**src/rtl/pipe_latch_q.sv**
```systemverilog
// Elastic in-order queue between two pipeline stages with valid/ready handshake,
// flush, sticky halt capture and a saturating back-pressure cycle counter.
module pipe_latch_q #(
    parameter int WIDTH = 32,
    parameter int DEPTH = 2,
    parameter int CNT_W = 16
) (
    input  logic                         CLK,
    input  logic                         RST,
    input  logic                         in_valid,
    input  logic [WIDTH-1:0]             in_data,
    input  logic                         in_halt,
    output logic                         in_ready,
    output logic                         out_valid,
    output logic [WIDTH-1:0]             out_data,
    output logic                         out_halt,
    input  logic                         out_ready,
    input  logic                         flush,
    output logic [$clog2(DEPTH+1)-1:0]   count,
    output logic                         halted,
    output logic [CNT_W-1:0]             stall_cnt
);

    localparam int CW = $clog2(DEPTH + 1);
    localparam int PW = (DEPTH > 1) ? $clog2(DEPTH) : 1;
    localparam logic [PW-1:0] LAST_PTR = PW'(DEPTH - 1);
    localparam logic [CW-1:0] FULL_CNT = CW'(DEPTH);

    logic [WIDTH:0]    r_mem [DEPTH];
    logic [PW-1:0]     r_wrPtr;
    logic [PW-1:0]     r_rdPtr;
    logic [CW-1:0]     r_count;
    logic              r_halted;
    logic [CNT_W-1:0]  r_stallCnt;

    logic              w_enq;
    logic              w_deq;
    logic [WIDTH:0]    w_head;
    logic [PW-1:0]     w_wrNext;
    logic [PW-1:0]     w_rdNext;

    // Full/empty is decided from the occupancy count only, so ready never
    // depends on the downstream out_ready.
    assign in_ready  = (r_count < FULL_CNT) && !r_halted;
    assign out_valid = (r_count != '0);
    assign w_enq     = in_valid && in_ready;
    assign w_deq     = out_valid && out_ready;

    // With DEPTH=1 LAST_PTR is 0, so both pointers stay pinned at 0.
    assign w_wrNext = (r_wrPtr == LAST_PTR) ? '0 : r_wrPtr + PW'(1);
    assign w_rdNext = (r_rdPtr == LAST_PTR) ? '0 : r_rdPtr + PW'(1);

    assign w_head    = r_mem[r_rdPtr];
    assign out_data  = out_valid ? w_head[WIDTH-1:0] : '0;
    assign out_halt  = out_valid ? w_head[WIDTH] : 1'b0;
    assign count     = r_count;
    assign halted    = r_halted;
    assign stall_cnt = r_stallCnt;

    // Flush discards everything, including a same-cycle enqueue and dequeue.
    always_ff @(posedge CLK) begin
        if (RST) begin
            r_wrPtr <= '0;
            r_rdPtr <= '0;
            r_count <= '0;
        end else if (flush) begin
            r_wrPtr <= '0;
            r_rdPtr <= '0;
            r_count <= '0;
        end else begin
            if (w_enq) begin
                r_wrPtr <= w_wrNext;
            end
            if (w_deq) begin
                r_rdPtr <= w_rdNext;
            end
            if (w_enq && !w_deq) begin
                r_count <= r_count + CW'(1);
            end else if (w_deq && !w_enq) begin
                r_count <= r_count - CW'(1);
            end
        end
    end

    // Payload storage carries no reset; outputs are masked by out_valid instead.
    always_ff @(posedge CLK) begin
        if (w_enq && !flush && !RST) begin
            r_mem[r_wrPtr] <= {in_halt, in_data};
        end
    end

    always_ff @(posedge CLK) begin
        if (RST) begin
            r_halted <= 1'b0;
        end else if (w_enq && in_halt) begin
            r_halted <= 1'b1;
        end
    end

    always_ff @(posedge CLK) begin
        if (RST) begin
            r_stallCnt <= '0;
        end else if (out_valid && !out_ready && !flush && (r_stallCnt != '1)) begin
            r_stallCnt <= r_stallCnt + CNT_W'(1);
        end
    end

endmodule

```
**config.mk**
```make
export PLATFORM = sky130hd
export DESIGN_NAME = pipe_latch_q
export DESIGN_NICKNAME = d
export VERILOG_FILES = /design/src/rtl/pipe_latch_q.sv
export SDC_FILE = /design/constraint.sdc
export NUM_CORES = 1
export LEC_CHECK = 0
export ABC_AREA = 1
export BUFFER_PORTS_ARGS = -buffer_cell sky130_fd_sc_hd__clkbuf_2
export CAP_MARGIN = 20
export CORE_UTILIZATION = 50
export DETAILED_ROUTE_END_ITERATION = 10
export GPL_TIMING_DRIVEN = 0
export HOLD_SLACK_MARGIN = 0.08
export PLACE_DENSITY = 0.76
export SYNTH_ARGS = -nofsm -noshare
export SYNTH_HDL_FRONTEND = slang
export SYNTH_SLANG_ARGS = --single-unit
export TNS_END_PERCENT = 30
```
**constraint.sdc**
```tcl
create_clock -name CLK -period 5 [get_ports CLK]
set_input_delay 0.75 -clock CLK [delete_from_list [all_inputs] [get_ports CLK]]
set_output_delay 0.75 -clock CLK [all_outputs]
set_load 0.05 [all_outputs]
```
==> metrics.md, run 1 <==
| Metric | Value |
|---|---|
| Status | finished, final reports clean |
| Gate power share | a little over an eighth |
| Crit-path slowest cell | clkbuf_1 |
| CP startpoint kind | flip-flop |
| Sw Ratio | a little over a quarter |
| Initial DRC Count | around 130 |
| End of the worst register-to-register path | r_mem[0][16]$_DFFE_PP_ |
| P_int | between 1000 and 1500 uW |
| WHS Path Cells | 2 |
| Final setup violation count | 0 |
| Hold_sp | r_wrPtr$_SDFFE_PP0P_ |
| DR WL/cell | 12.8 microns |
| Cell taking the most area after synthesis | edfxtp_1 |
| Hold_buf cts | 0 |
| Worst Tran Pin Value | 0.944 ns |
| Critical path capture point type | primary output |
| Clock tree sinks | 88 |
| Hold Path End | r_wrPtr$_SDFFE_PP0P_ |
| Insertion delay to the later sink of the worst-skew pair | 0.34 ns |
| Synth top area share | 53.1% |
| Cells after Synth | 376 |
| Cell variety after synth | 24 |
| Top_reg_cell synth | edfxtp_1 |
| Clk pin slew, worst setup/hold paths | 0.09 ns |
| Final WL | between 7000 and 8000 microns |
| Relative slew slack | 36.9% |
| Worst Clk Skew | 0.00814 ns |
| Antenna Cells | 0 |
| Vias in the first global route | 2600 |
| Setup Buffers After CTS | 0 |
| H-tree levels | 3 |
| Clk buf depth | 2 |
| Vias/cell | 5.01 |
| Critical Path Max Stage Delay | 0.42 ns |
| Sequential element share of the synthesized area | 64.9% |
| Top cells by area, synth | edfxtp_1 53%, dfxtp_1 12%, nand2_1 12% |
| # DRC | 0 |
| Switch Pwr | 426 uW |
| EDFF count, synth | 66 |
| Final period utilization | 54.8% |
| Most frequent cell after synthesis | nand2_1 |
| Initial antenna violation count | 0 |
| Critical path, cell by cell | clkbuf_1 -> clkbuf_1 -> nand2_1 -> a21oi_1 -> clkbuf_2 |
| Fraction of layout cells with a size suffix above 1 | between 20% and 30% |
| IO Pins | 92 |
| Register-to-register setup slack | 3.05 ns |
| DP Wirelength | 5260 microns |
| Via count | ~3000 |
| First drt pass iteration count | 5 |
| First-pass GRT wire length | 11400 microns |
| Post-Synthesis Cell Area | 0.00373 sq mm |
| Largest net degree at the start of global routing | 34 |
| Initial Utilization | 51.7% |
| Die extent in y | ~88 microns |
| Syn_area_per_cell | between 9 and 10 sq um |
| Overall Power | 1560 uW |
| Post-route ant nets | 0 |
| R2r startpoint | count[1]$_SDFFE_PP0P_ |
| CP arrival | between 1.5 and 2 ns |
| CTS tree | built |
| Inserted Clock Buffers | 9 |
| Post-layout min period | roughly 2.7 ns |
| Total GRT Usage | between 10% and 20% |
| RSZ-0062 raised after global routing | false |
| FP Rows | 31 |
| Die W | 88.4 microns |
| GPL Wtd Cong | 0.944 |
| Yosys reg bits | approximately 90 |
| Hold_ws | 0.478 ns |
| Syn. warnings | 0 |
| CTS resizes | 0 |
| GR Overflow Total | 0 |
| Max Clock Freq | 365 MHz |
| Pwr dens | 341 mW/mm^2 |
| Core Region | 0.00721 sq mm |
| Min-delay worst type | reg -> reg |
| Area delta synth->final | 22.8% |
| Die area | 0.00781 sq mm |
| LEAKAGE | between 0.0015 and 0.002 uW |
| Synth top cells by count | 115 x nand2_1, 66 x edfxtp_1, 47 x a21oi_1, 45 x nor2_1, 22 x dfxtp_1 |
| CP Class | reg -> out |
| Max-capacitance violation count | 0 |
| Asr flop ratio synth | 0% |
| Clock power frac | 34.8% |
| Final hold vios | 0 |
| Most common cell on crit path | clkbuf_1 |
| IR drop worst, VDD | roughly 0.14 mV |
| PortBufs | 91 |
| Root buf cell | clkbuf_8 |
| Total Nets Final | 521 |
| Pins Over Slew Limit | 0 |
| FF-to-FF path depth | 5 |
| Synthesized Nets | between 400 and 500 |
| Seq pwr share | 51.6% |
| Crit path max fanout | 10 |
| Worst path required time | 4.25 ns |
==> layer usage <==
| metal | part of all wire, % | GRT usage [%] | vias up | routed length, microns |
|---|---|---|---|---|
| li1 | - | - | 1462 | - |
| met1 | 42 | 22.9 | 1363 | 3120 |
| met2 | 51 | 34.0 | 96 | 3780 |
| met3 | 5.5 | 3.54 | 12 | 411 |
| met4 | 2.2 | 10.4 | 0 | 162 |
| met5 | 0 | 0 | - | 0 |
==> how the worst max path moves through the flow <==
stage / start / end / slack [ns] / depth (start not counted)
floorplan: count[1]$_SDFFE_PP0P_ / r_mem[1][0]$_DFFE_PP_ / 0.72 / 3
global placement: RST / r_mem[1][11]$_DFFE_PP_ / -0.11 / 4
detailed placement: RST / r_mem[1][11]$_DFFE_PP_ / 2.41 / 6
CTS: flip-flop / out_data[3] / 2.28 / 6
global route: flip-flop / out_data[3] / 2.06 / 6
finish: flip-flop / out_data[3] / 2.26 / 5
==> cell type report <==
cell class / instances / area (sq um)
timing repair buffer: 94 / 489
multi-input combinational: 253 / 1190
fill: 607 / 2630
clock buffer: 9 / 124
tap: 99 / 124
buffer: 11 / 43.8
clock inverter: 7 / 101
sequential: 88 / 2420
inverter: 24 / 90.1
==> power groups by stage <==
stage | Clock (uW) | Sequential [uW] | Combinational (uW)
after floorplan | 0 | 831 | 141
after global placement | 0 | 822 | 207
after detailed placement | 0 | 822 | 212
after CTS | 554 | 805 | 213
after global routing | 579 | 807 | 228
final | 544 | 805 | 212
==> registers in the layout, summed over array words and instances, names as in the netlist, named ones only <==
name       cells
halted         1
r_rdPtr        1
r_mem         66
r_wrPtr        1
stall_cnt     16
count          2
==> through the flow <==
| step | util [%] | setup WS [ns] | setup TNS [ns] | instance area (sq um) | std cells |
|---|---|---|---|---|---|
| 3_5_place_dp | 60.4 | 2.41 | 0 | 4360 | 569 |
| 2_1_floorplan | - | 0.719 | 0 | 3730 | 376 |
| 5_1_grt | 63.5 | 2.06 | 0 | 4580 | 585 |
| 3_3_place_gp | 59.7 | -0.108 | -3.54 | 4310 | 566 |
| 6_report | 63.5 | 2.26 | 0 | 4580 | 585 |
| 4_1_cts | 63.5 | 2.28 | 0 | 4580 | 585 |
==> logic make-up (layout without fill, tap and decap cells) <==
kind of cell,after synthesis,in the layout,share of synthesized area (%)
AND/OR/NAND/NOR,196,196,23.1
buffers and inverters,35,145,3.59
adder cells (fa/ha/maj),2,2,0.671
flip-flops,88,88,64.9
AO/OA/AOI/OAI,53,53,7.24
XOR/XNOR,2,2,0.470
==> worst max-delay path, delay by kind of cell, from the launching register on <==
kind	cells	cell delay, ns
buffers and inverters	3	1.01
flip-flops	1	0.31
AO/OA/AOI/OAI	1	0.23
AND/OR/NAND/NOR	1	0.09
==> layout by cell type (no fill, tap or decap), types with 2 or more instances in the layout <==
cell / synthesis / final
inv_6: 0 / 2
nor3b_1: 2 / 2
nor2_1: 45 / 44
inv_2: 5 / 5
ha_1: 2 / 2
nand2_1: 115 / 115
bufinv_16: 0 / 2
dfxtp_1: 22 / 22
clkbuf_8: 0 / 9
nand4_1: 5 / 5
clkbuf_1: 9 / 9
a21oi_1: 47 / 47
o21ai_1: 4 / 4
nand3_1: 11 / 11
nor2_4: 5 / 6
nand2_2: 4 / 4
inv_1: 19 / 19
buf_2: 2 / 2
nand2_4: 3 / 3
clkbuf_2: 0 / 91
edfxtp_1: 66 / 66
nor3_1: 3 / 2
nor2_2: 2 / 2
Power figures use the tool's default switching activity.
==> inputs of run 2 (changes only) <==
Clock period 5 ns to 2.7 ns, I/O delays scaled along.
==> run 2 against run 1 <==
  * The flow now finishes with violations (DRC)
  * Highest routed layer unchanged
  * Largest power group unchanged
  * Critical path depth up 1
  * Utilization increased by 0.38 points
  * Cell count shrank 0.34%
  * Sequential power increased by 85%
  * Clock power is 100% higher
  * Hold slack got worse by 0.24 ns
  * Non-clock buffer count down 2
  * Setup slack lost 1.9 ns
==> metrics.md, run 2 (synthesis gave the netlist of run 1 again) <==
| Metric | Value |
|---|---|
| Total Nets Final | 519 (-0.38%) |
| Max-capacitance violation count | 0 (unchanged) |
| Pins Over Slew Limit | 0 (unchanged) |
| Via count | 2883 (-1.7%) |
| Post-Place Cell Area | 0.00436 sq mm (about the same) |
| RSZ-0062 raised after global routing | false |
| Total GRT Usage | 19.4% (-0.085 points) |
| Max Clock Freq | 419 MHz |
| Root buf cell | clkbuf_8 |
| Commonest non-fill, non-tap cells in the layout | 115 x nand2_1, 91 x clkbuf_2, 66 x edfxtp_1, 47 x a21oi_1, 43 x nor2_1 |
| Worst Tran Pin Value | 0.935 ns (-0.00907 ns) |
| Fraction of layout cells with a size suffix above 1 | 27.5% (-0.093 points) |
| Clk pin slew, worst setup/hold paths | 0.09 ns (about the same) |
| Non-filler cells, final | 583 (-0.34%) |
| DP Wirelength | 5190 microns (-1.5%) |
| Final WL | 7410 microns (-0.98%) |
| Clk buf depth | 2 (unchanged) |
| Post-placement worst setup slack | 0.536 ns (-1.88 ns) |
| Crit path max fanout | 10 (unchanged) |
| Critical path, cell by cell | clkbuf_1 -> inv_2 -> clkbuf_1 -> nand2_1 -> a21oi_1 -> clkbuf_2 |
| GPL Wtd Cong | 0.961 (+1.8%) |
| Insertion delay to the later sink of the worst-skew pair | 0.35 ns (about the same) |
| Placed Cells incl. Taps | 567 (-0.35%) |
| Post-layout min period | roughly 2.4 ns |
| Most common cell on crit path | clkbuf_1 |
| FP Rows | 31 (unchanged) |
| Final hold vios | 0 (unchanged) |
| Die area | 0.00781 sq mm (unchanged) |
| Crit-path slowest cell | clkbuf_1 |
| FF-to-FF path depth | 5 (unchanged) |
| Vias/cell | 4.95 (-1.4%) |
| DR WL/cell | 12.7 microns (-0.64%) |
| Status | finished with violations |
| Min-delay worst type | in -> reg |
| First-pass GRT wire length | 11400 microns (-0.73%) |
| CTS resizes | 0 (unchanged) |
| Setup Buffers After CTS | 0 (unchanged) |
| Antenna Cells | 0 (unchanged) |
| Die W | 88.4 microns (unchanged) |
| # DRC | 2 (+2) |
| Core Region | 0.00721 sq mm (unchanged) |
| Worst path required time | 2.30 ns (-1.95 ns) |
| Final WS setup | 0.314 ns (-1.95 ns) |
| CP Class | reg -> out |
| Clock tree sinks | 88 (unchanged) |
| WHS Path Cells | 1 (-1) |
| Violated checks | DRC |
| Initial Utilization | 51.7% (unchanged) |
| Setup TNS | 0 ns (unchanged) |
| Critical path capture point type | primary output |
| IR drop worst, VDD | 0.322 mV (+140%) |
| Final Cell Area | 0.00461 sq mm (+0.60%) |
| Die extent in y | 88.4 microns (unchanged) |
| Area delta synth->final | 23.5% |
| Vias in the first global route | 2593 (-0.27%) |
| GR Overflow Total | 0 (unchanged) |
| IO Pins | 92 (unchanged) |
| Commonest non-fill, non-tap cell in the layout | nand2_1 |
| PortBufs | 91 (unchanged) |
| Hold_buf cts | 0 (unchanged) |
| CP arrival | 1.98 ns (about the same) |
| Largest net degree at the start of global routing | 34 (unchanged) |
| CP startpoint kind | flip-flop |
| Pwr dens | 646 mW/mm^2 (+90%) |
| Final period utilization | 88.4% |
| Most flop-heavy register | r_mem |
| Largest register FFs | 66 (unchanged) |
| LEAKAGE | 0.00186 uW (+0.57%) |
| Critical Path Max Stage Delay | 0.39 ns (-0.03 ns) |
| Initial DRC Count | 102 (-20%) |
| Worst Clk Skew | 0.00642 ns (-0.00172 ns) |
| Initial antenna violation count | 0 (unchanged) |
| Relative slew slack | 37.5% (+0.61 points) |
| Post-route ant nets | 0 (unchanged) |
| H-tree levels | 3 (unchanged) |
| CTS tree | built |
| First drt pass iteration count | 7 (+2) |
| Final setup violation count | 0 (unchanged) |
| Inserted Clock Buffers | 9 (unchanged) |
[run 2: layout make-up]
| cell class | instances | area (sq um) |
|---|---|---|
| Tap cell | 99 | 124 |
| Fill cell | 612 | 2610 |
| Inverter | 24 | 90.1 |
| Clock inverter | 7 | 126 |
| Buffer | 11 | 43.8 |
| Clock buffer | 9 | 124 |
| Multi-Input combinational cell | 253 | 1200 |
| Sequential cell | 88 | 2420 |
| Timing Repair Buffer | 92 | 483 |
[run 2: report_power, final]
part,leakage (uW),internal [uW],switching (uW),total (uW)
clock network,0.000122,627,466,1090
logic,0.000963,88.1,305,393
registers,0.000776,1480,11.3,1490
[run 2: worst max-delay path: cells and delay by family, from the launching register on]
family / cells / cell delay, ns
and+or+nand+nor: 1 / 0.11
buffers and inverters: 4 / 1.02
AOI/OAI and AO/OA: 1 / 0.20
DFF: 1 / 0.30
[run 2: path summary, 6_finish.rpt]
| check | startpoint | end | slack (ns) |
|---|---|---|---|
| setup / recovery | flip-flop | out_data[3] | 0.31 |
| hold / removal | in_data[19] | r_mem[0][19]$_DFFE_PP_ | 0.24 |
| setup reg to reg | count[1]$_SDFFE_PP0P_ | r_mem[0][4]$_DFFE_PP_ | 0.77 |
| hold reg to reg | r_wrPtr$_SDFFE_PP0P_ | r_wrPtr$_SDFFE_PP0P_ | 0.48 |
[run 2: stage by stage]
step	total power [uW]	util (%)	hold slack, ns
final	2980	63.9	0.242
after global routing	3080	63.9	0.219
after CTS	3000	63.9	0.223
after detailed placement	1920	60.4	0.466
after global placement	1910	60.0	0.454
after floorplan	1800	-	0.445
[run 2: layer usage]
metal  up-vias  wire length, microns  track usage, %  share of wire (%)
met5         -                     0               0                  0
met4         0                   100            7.48                1.4
met3         9                   398            5.22                5.4
met2        74                  3710            34.2                 50
met1      1334                  3200            22.6                 43
li1       1466                     -               -                  -
